[src/rtl/gtx_link_pkg.sv]
// Shared GTX link definitions: control characters, header field layout, parser states.
// Used by the RX packet parser and the TX-side local packet builder.
package gtx_link_pkg;

  localparam logic [7:0] COMMA_CHAR     = 8'h3C;
  localparam logic [7:0] MPS_FAULT_CHAR = 8'h1C;
  localparam logic [7:0] SOP_CHAR       = 8'h5C;

  // Header word layout: {length[11:0], address[11:0], sop_char[7:0]}
  localparam int unsigned HdrCharLsb = 0;
  localparam int unsigned HdrCharMsb = 7;
  localparam int unsigned HdrAddrLsb = 8;
  localparam int unsigned HdrAddrMsb = 19;
  localparam int unsigned HdrLenLsb  = 20;
  localparam int unsigned HdrLenMsb  = 31;

  typedef enum logic [1:0] {
    StIdle,
    StData,
    StTrailer
  } linkStateE;

endpackage

[src/rtl/rx_checksum_acc.sv]
// Running 32-bit sum of packet body words, compared against the trailer word.
// Only instantiated when RX_CHECKSUM_EN is defined.
module rx_checksum_acc (
  input  logic        clk,
  input  logic        Reset,
  input  logic        Clear,
  input  logic        Accumulate,
  input  logic [31:0] DataWord,
  input  logic [31:0] Trailer,
  output logic        Match
);

  logic [31:0] sumQ, sumD;

  // Next sum: clear on header accept, add each body word
  always_comb begin
    sumD = sumQ;
    if (Clear) begin
      sumD = '0;
    end else if (Accumulate) begin
      sumD = sumQ + DataWord;
    end
  end

  // Sum register
  always_ff @(posedge clk) begin
    if (Reset) begin
      sumQ <= '0;
    end else begin
      sumQ <= sumD;
    end
  end

  assign Match = (sumQ == Trailer);

endmodule

[src/rtl/gtx_rx_packet_parser.sv]
// GTX RX packet parser: frames header/body(/trailer) packets out of the raw lane word
// stream, drops idle/comma words, and counts good packets and framing errors.
// Optional feature macro: RX_CHECKSUM_EN (adds trailer word and checksum check).
module gtx_rx_packet_parser
  import gtx_link_pkg::*;
#(
  parameter int unsigned MAX_LEN  = 1024,
  parameter logic [7:0]  SOP_CHAR = gtx_link_pkg::SOP_CHAR
) (
  input  logic        clk,
  input  logic        Reset,
  input  logic [31:0] RxData,
  input  logic        RxCharIsK,
  output logic [31:0] LinkData,
  output logic        LinkDataValid,
  output logic        LinkStartOfPacket,
  output logic        LinkEndOfPacket,
  output logic [11:0] LinkPacketAddress,
  output logic [11:0] LinkPacketLength,
  output logic [15:0] LinkDataAddress,
  output logic [15:0] PacketCount,
  output logic [15:0] ErrorCount,
  output logic        ChecksumError,
  output logic        Busy
);

  linkStateE   stateQ, stateD;
  logic [11:0] addrQ, addrD, lenQ, lenD, idxQ, idxD;
  logic [31:0] dataQ, dataD;
  logic        validQ, validD, sopQ, sopD, eopQ, eopD;
  logic [15:0] dataAddrQ, dataAddrD;
  logic [15:0] pktQ, pktD, errQ, errD;
  logic        pktInc, errInc, accept;

  logic [7:0]  hdrChar;
  logic [11:0] hdrAddr, hdrLen;
  logic        isHeader, hdrLenOk, lastWord;

  assign hdrChar  = RxData[HdrCharMsb:HdrCharLsb];
  assign hdrAddr  = RxData[HdrAddrMsb:HdrAddrLsb];
  assign hdrLen   = RxData[HdrLenMsb:HdrLenLsb];
  assign isHeader = RxCharIsK && (hdrChar == SOP_CHAR);
  assign hdrLenOk = (hdrLen != 12'd0) && (hdrLen <= 12'(MAX_LEN));
  assign lastWord = (idxQ == lenQ - 12'd1);

`ifdef RX_CHECKSUM_EN
  logic cksClear, cksAcc, cksMatch, cksErrQ, cksErrD;

  rx_checksum_acc u_checksum (
    .clk        (clk),
    .Reset      (Reset),
    .Clear      (cksClear),
    .Accumulate (cksAcc),
    .DataWord   (RxData),
    .Trailer    (RxData),
    .Match      (cksMatch)
  );
`endif

  // Framing FSM next-state, output word and counter-increment decode
  always_comb begin
    stateD    = stateQ;
    addrD     = addrQ;
    lenD      = lenQ;
    idxD      = idxQ;
    dataD     = dataQ;
    validD    = 1'b0;
    sopD      = 1'b0;
    eopD      = 1'b0;
    dataAddrD = dataAddrQ;
    pktInc    = 1'b0;
    errInc    = 1'b0;
    accept    = 1'b0;
`ifdef RX_CHECKSUM_EN
    cksClear  = 1'b0;
    cksAcc    = 1'b0;
    cksErrD   = 1'b0;
`endif
    unique case (stateQ)
      StIdle: begin
        if (isHeader) begin
          if (hdrLenOk) accept = 1'b1;
          else          errInc = 1'b1;
        end
      end
      StData: begin
        if (RxCharIsK) begin
          // Abort; a valid header still starts the next packet this cycle
          errInc = 1'b1;
          stateD = StIdle;
          accept = isHeader && hdrLenOk;
        end else begin
          validD    = 1'b1;
          dataD     = RxData;
          sopD      = (idxQ == 12'd0);
          eopD      = lastWord;
          dataAddrD = {4'b0, addrQ} + {4'b0, idxQ};
          idxD      = idxQ + 12'd1;
`ifdef RX_CHECKSUM_EN
          cksAcc    = 1'b1;
          if (lastWord) stateD = StTrailer;
`else
          if (lastWord) begin
            stateD = StIdle;
            pktInc = 1'b1;
          end
`endif
        end
      end
`ifdef RX_CHECKSUM_EN
      StTrailer: begin
        if (RxCharIsK) begin
          errInc = 1'b1;
          stateD = StIdle;
          accept = isHeader && hdrLenOk;
        end else begin
          stateD = StIdle;
          if (cksMatch) begin
            pktInc = 1'b1;
          end else begin
            errInc  = 1'b1;
            cksErrD = 1'b1;
          end
        end
      end
`endif
      default: stateD = StIdle;
    endcase
    if (accept) begin
      addrD  = hdrAddr;
      lenD   = hdrLen;
      idxD   = 12'd0;
      stateD = StData;
`ifdef RX_CHECKSUM_EN
      cksClear = 1'b1;
`endif
    end
  end

  assign pktD = pktQ + {15'd0, pktInc};
  assign errD = (errInc && errQ != 16'hFFFF) ? errQ + 16'd1 : errQ;

  // State, field latches, registered outputs and counters
  always_ff @(posedge clk) begin
    if (Reset) begin
      stateQ    <= StIdle;
      addrQ     <= '0;
      lenQ      <= '0;
      idxQ      <= '0;
      dataQ     <= '0;
      validQ    <= 1'b0;
      sopQ      <= 1'b0;
      eopQ      <= 1'b0;
      dataAddrQ <= '0;
      pktQ      <= '0;
      errQ      <= '0;
    end else begin
      stateQ    <= stateD;
      addrQ     <= addrD;
      lenQ      <= lenD;
      idxQ      <= idxD;
      dataQ     <= dataD;
      validQ    <= validD;
      sopQ      <= sopD;
      eopQ      <= eopD;
      dataAddrQ <= dataAddrD;
      pktQ      <= pktD;
      errQ      <= errD;
    end
  end

`ifdef RX_CHECKSUM_EN
  // Checksum-mismatch pulse, one cycle after the trailer
  always_ff @(posedge clk) begin
    if (Reset) cksErrQ <= 1'b0;
    else       cksErrQ <= cksErrD;
  end
  assign ChecksumError = cksErrQ;
`else
  assign ChecksumError = 1'b0;
`endif

  assign LinkData          = dataQ;
  assign LinkDataValid     = validQ;
  assign LinkStartOfPacket = sopQ;
  assign LinkEndOfPacket   = eopQ;
  assign LinkPacketAddress = addrQ;
  assign LinkPacketLength  = lenQ;
  assign LinkDataAddress   = dataAddrQ;
  assign PacketCount       = pktQ;
  assign ErrorCount        = errQ;
  assign Busy              = (stateQ != StIdle);

endmodule

[config.mk]
export PLATFORM = sky130hd
export DESIGN_NAME = gtx_rx_packet_parser
export DESIGN_NICKNAME = d
export VERILOG_FILES = /design/src/rtl/gtx_link_pkg.sv /design/src/rtl/rx_checksum_acc.sv /design/src/rtl/gtx_rx_packet_parser.sv
export SDC_FILE = /design/constraint.sdc
export NUM_CORES = 1
export LEC_CHECK = 0
export BUFFER_PORTS_ARGS = -buffer_cell sky130_fd_sc_hd__buf_2
export CORE_MARGIN = 3
export CORE_UTILIZATION = 55
export DETAILED_ROUTE_END_ITERATION = 10
export GPL_TIMING_DRIVEN = 0
export PLACE_DENSITY = 0.94
export SYNTH_ARGS = -nofsm -noshare
export SYNTH_HDL_FRONTEND = slang
export SYNTH_SLANG_ARGS = --single-unit
[constraint.sdc]
create_clock -name clk -period 7.5 [get_ports clk]
set_input_delay 1.125 -clock clk [delete_from_list [all_inputs] [get_ports clk]]
set_output_delay 1.125 -clock clk [all_outputs]
set_load 0.01 [all_outputs]
Word level (Yosys, flattened, before mapping)
Index checks and enable logic that the tools add are counted.
{"block": "classes", "n_addsub": 5, "n_lt_le_gt_ge": 1, "n_mux": 16, "eq_ne": 7, "n_reduce_logical": 14, "bitwise_logic": 3}
{"op": "adder 16 x 1 -> 16 bit", "n": 1}
{"op": "adder 16 x 1 -> 16 bit (second input constant)", "n": 1}
{"op": "inequality test 16 bit (second input constant)", "n": 1}
{"op": "adder 12 x 12 -> 13 bit", "n": 1}
{"op": "adder 12 x 1 -> 12 bit (second input constant)", "n": 1}
{"op": "equality test 12 bit", "n": 1}
{"op": "less-or-equal comparator 12 x 11 -> 1 bit (second input constant)", "n": 1}
{"op": "zero test 12 bit", "n": 1}
{"op": "nonzero test 12 bit", "n": 1}
{"op": "subtractor 12 x 1 -> 12 bit (second input constant)", "n": 1}
{"op": "2-to-1 mux 1 bit", "n": 11}
{"op": "equality test 8 x 7 -> 1 bit (second input constant)", "n": 1}
{"op": "AND reduction 2 bit", "n": 3}
{"op": "logical AND 1 bit", "n": 4}
{"op": "2-to-1 mux 2 bit", "n": 2}
{"op": "inequality test 4 bit (second input constant)", "n": 1}
{"op": "case mux 1 bit (2 select lines)", "n": 2}
{"op": "case mux 2 bit (2 select lines)", "n": 1}
{"op": "OR reduction 2 bit", "n": 2}
{"op": "inequality test 3 bit (second input constant)", "n": 1}
{"op": "inverter 1 bit", "n": 3}
{"op": "OR reduction 3 bit", "n": 1}
{"op": "equality test 2 x 1 -> 1 bit (second input constant)", "n": 1}
{"op": "zero test 2 bit", "n": 1}
{"op": "2 further kinds", "n": 2}
{"block": "totals", "inputBits": 35, "out_inout_bits": 109, "word_cells": 58, "reg_bits": 121}

Logic depth before layout (Yosys ltp)
{"block": "logic_depth", "word_depth": 7, "depth_mapped": 15, "mapped_depth_nobuf": 14}

Worst setup path after synthesis
No wires, ideal clock.
{"block": "synth_timing", "path_type": "register -> register", "from": "reg lenQ[0] (netlist: LinkPacketLength[0])", "to": "reg pktQ[14] (netlist: PacketCount[14])", "synth_period_minus_slack_ns": 3.073, "slack_ns": 4.427, "setup_ns": 0.070, "required_time_ns": 7.430, "arrival_time_ns": 3.002, "path_buffers": 1, "path_stages_with_launch": 16, "path_cell_list": "dfxtp_1 inv_1 ha_1 xnor2_1 a311oi_1 o211ai_1 nor4_1 o2111ai_1 nor2_1 ha_1 ha_1 and2_1 clkbuf_1 nand4_1 or3_1 a21oi_1"}
{"block": "synth_via", "elab_chain_cells": 6}
{"item": "start: declaration", "line": "gtx_rx_packet_parser.sv:28", "text": "logic [11:0] addrQ, addrD, lenQ, lenD, idxQ, idxD;"}
{"item": "start signal: assignment", "line": "gtx_rx_packet_parser.sv:160", "text": "lenQ <= lenD;"}
{"item": "subtractor 12 x 1 -> 12 bit", "line": "gtx_rx_packet_parser.sv:44", "text": "assign lastWord = (idxQ == lenQ - 12'd1);"}
{"item": "equality test 12 bit", "line": "gtx_rx_packet_parser.sv:44"}
{"item": "2-to-1 mux 1 bit", "line": "gtx_rx_packet_parser.sv:103", "text": "if (lastWord) begin"}
{"item": "2-to-1 mux 1 bit", "line": "gtx_rx_packet_parser.sv:87", "text": "if (RxCharIsK) begin"}
{"item": "2-to-1 mux 1 bit", "line": "gtx_rx_packet_parser.sv:79", "text": "unique case (stateQ)"}
{"item": "adder 16 x 1 -> 16 bit", "line": "gtx_rx_packet_parser.sv:140", "text": "assign pktD = pktQ + {15'd0, pktInc};"}
{"item": "end signal: assignment", "line": "gtx_rx_packet_parser.sv:167", "text": "pktQ <= pktD;"}
{"item": "end: declaration", "line": "gtx_rx_packet_parser.sv:32", "text": "logic [15:0] pktQ, pktD, errQ, errD;"}
No other way between the ends.
A chain may end at the register's enable or synchronous reset.

Worst setup path in the final report
Ends and elaborated chain as after synthesis.

==> results.json <==
{
  "cts_buffers": 17,
  "power_uw": 1469,
  "fin_worst_skew_ps": 11.60,
  "highest_layer": "met4",
  "grt_pass1_wl_um": 26120,
  "finalSetupTns_ps": 0,
  "tightest_slew_ps": 870.8,
  "ir_drop_uv": 153.3,
  "finalMaxSlewViolations": 0,
  "wirelength_um": 16170,
  "post_drt_wl_per_cell_um": 16.55,
  "cap_violations": 0,
  "gp_congestion": 0.8917,
  "cts_buffer_depth": 2,
  "nets": 886,
  "hp-class": "reg2reg",
  "synth_top_area_cell": "dfxtp_1",
  "ys_seq_area_share_pct": 42.26,
  "place_hpwl_um": 11140,
  "mostFrequentLayoutCells": "160 x nand2_1, 140 x buf_2, 117 x dfxtp_1",
  "wl_met3_um": 1416,
  "synthFlopType": "dfxtp_1",
  "syn_area_um2": 5543,
  "netlist_top_cells_area": "dfxtp_1 42%, nand2_1 11%, a21oi_1 7.3%",
  "fmax_ghz": 0.2775,
  "io_pins": 144,
  "p_per_area_nw_per_um2": 209.9,
  "grt_pass1_vias": 5300,
  "synth_top_area_share_pct": 42.26,
  "start_util_pct": 56.71,
  "wl_met1_um": 6591,
  "rows": 36,
  "ff_latch_area_um2": 2342,
  "drtIter0Drc": 463,
  "drt-vias-per-instance": 5.700,
  "layout_setup_ws_ps": 3896,
  "fill_cells": 707,
  "antenna_found_initial": 0,
  "arrival_ps": 4050,
  "ys_ff_latch": 117,
  "status": "completed",
  "worstSetupPathType": "reg2reg",
  "cts-root-buf": "clkbuf_8",
  "met2_length_um": 7744,
  "dp_slack_ps": 3852,
  "drc_errors": 0,
  "coreArea_um2": 9774,
  "fin_crit_sh_pct": 48.05,
  "synth_edf_count": 0,
  "setup_viol": 0,
  "p_leak_uw": 0.002981,
  "ant_nets": 0,
  "clock-sinks": 117,
  "fp.dieW_um": 106.4,
  "yosys.cell_types.count": 59,
  "die_h_um": 106.4,
  "postSynthCellCount": 671,
  "syn_avg_cell_area_um2": 8.261,
  "worstSetupEndpointType": "register",
  "clk_pin_slew_ps": 60,
  "die-area_um2": 11320,
  "drive_above_1_share_pct": 22.16,
  "syn2layout_area_growth_pct": 26.23,
  "rsz0062_at_grt": "false",
  "cp_max_fo": 7,
  "n_antenna_cell": 0,
  "grt_max_degree": 17,
  "postCtsSetupRepairBufs": 0,
  "track_usage_pct": 28.88,
  "cp.required_ps": 7940,
  "post-route-min-period_ps": 3604,
  "cts_tree": "yes",
  "cts_hold_buffers": 0,
  "grt_overflow_total": 0,
  "clk_latency_ps": 520,
  "ys_warn_count": 0,
  "vias": 5569,
  "timing.slew.headroom_pct": 41.51,
  "port_buffers": 139,
  "multi_input_area_um2": 3004,
  "hold_violations": 0,
  "synthArstFlopShare_pct": 0,
  "start_kind": "register",
  "final_common_cell": "nand2_1",
  "drt-pass1-iter-count": 5,
  "cts_resized": 0,
  "htreeDepth": 4
}
[Yosys cell counts, types with 3 or more instances]
library cell,number
nand3b_1,5
dfxtp_1,117
o21ai_0,14
o21bai_1,3
nor3_1,9
ha_1,18
nor4_1,5
and3_1,10
inv_1,12
a211oi_1,9
nand2_1,160
a31o_2,3
a21o_1,5
a2111oi_4,3
mux2i_1,6
xor2_1,22
nor4b_1,3
nand3_1,13
nand4_1,6
buf_1,4
buf_4,4
clkbuf_1,27
nor2_1,46
or3_1,12
nand2b_1,3
xnor2_1,27
a21oi_1,81
nor2b_1,5
[logic make-up after synthesis]
kind of cell,Yosys count,share of synthesized area [%]
other cells,1,0.06766
mux,6,1.084
simple gates,290,24.31
compound gates,140,16.37
xor+xnor,49,7.743
fa+ha+maj,19,4.424
flops,117,42.26
buf+inv,49,3.747
[cell type report]
| cell class | count | area share, % |
|---|---|---|
| plain buffers | 37 | 2.325 |
| repair buffers | 139 | 9.943 |
| clock inverters | 9 | 1.824 |
| well taps | 133 | 2.378 |
| flip-flops and latches | 117 | 33.48 |
| multi-input cells | 508 | 42.94 |
| clock buffers | 22 | 6.474 |
| inverters | 12 | 0.6438 |
[sequential cells by signal, summed over array words and instances (netlist names)]
name	flops
PacketCount	16
stateQ	1
LinkPacketAddress	12
LinkStartOfPacket	1
LinkDataAddress	13
LinkData	32
idxQ	12
LinkDataValid	1
LinkEndOfPacket	1
LinkPacketLength	12
ErrorCount	16
[report_power, final]
| group | switching (uW) | internal, uW |
|---|---|---|
| clock | 293 | 520 |
| sequential | 0.0963 | 622 |
| combinational | 22.9 | 11.4 |
| total | 316 | 1150 |
[per-stage QoR]
step	utilization [%]	instances	hold slack, ps	instance area, um2
after floorplan	-	674	476.1	5554
after global placement	65.64	946	436.9	6416
after detailed placement	65.64	946	444.1	6416
after CTS	71.58	977	456.8	6997
after global routing	71.58	977	473.1	6997
final	71.58	977	453.3	6997
[path summary, 6_finish.rpt]
| check | from | end | slack (ps) | cells after the start |
|---|---|---|---|---|
| worst max register to register | LinkPacketLength[0]$_SDFFE_PP0P_ | PacketCount[14]$_SDFF_PP0_ | 3900 | 15 |
| worst min register to register | LinkData[6]$_SDFFE_PP0P_ | LinkData[6]$_SDFFE_PP0P_ | 450 | 2 |
| worst min-delay path | LinkData[6]$_SDFFE_PP0P_ | LinkData[6]$_SDFFE_PP0P_ | 450 | 2 |
| worst max-delay path | LinkPacketLength[0]$_SDFFE_PP0P_ | PacketCount[14]$_SDFF_PP0_ | 3900 | 15 |
[critical path, cell delays in order (launching register included)]
cell and delay [ps]:
dfxtp_1 480, inv_1 80, ha_1 300, xnor2_1 130, a311oi_1 210, o211ai_1 120, nor4_1 390, o2111ai_1 210
nor2_1 200, ha_1 210, ha_1 200, and2_1 150, clkbuf_1 240, nand4_1 140, or3_1 320, a21oi_1 150
[routing by layer]
layer,global-route usage (%),vias up
li1,-,2617
met1,34.99,2589
met2,49.28,316
met3,7.468,47
met4,10.64,0
met5,0,-
Power figures use the tool's default switching activity.
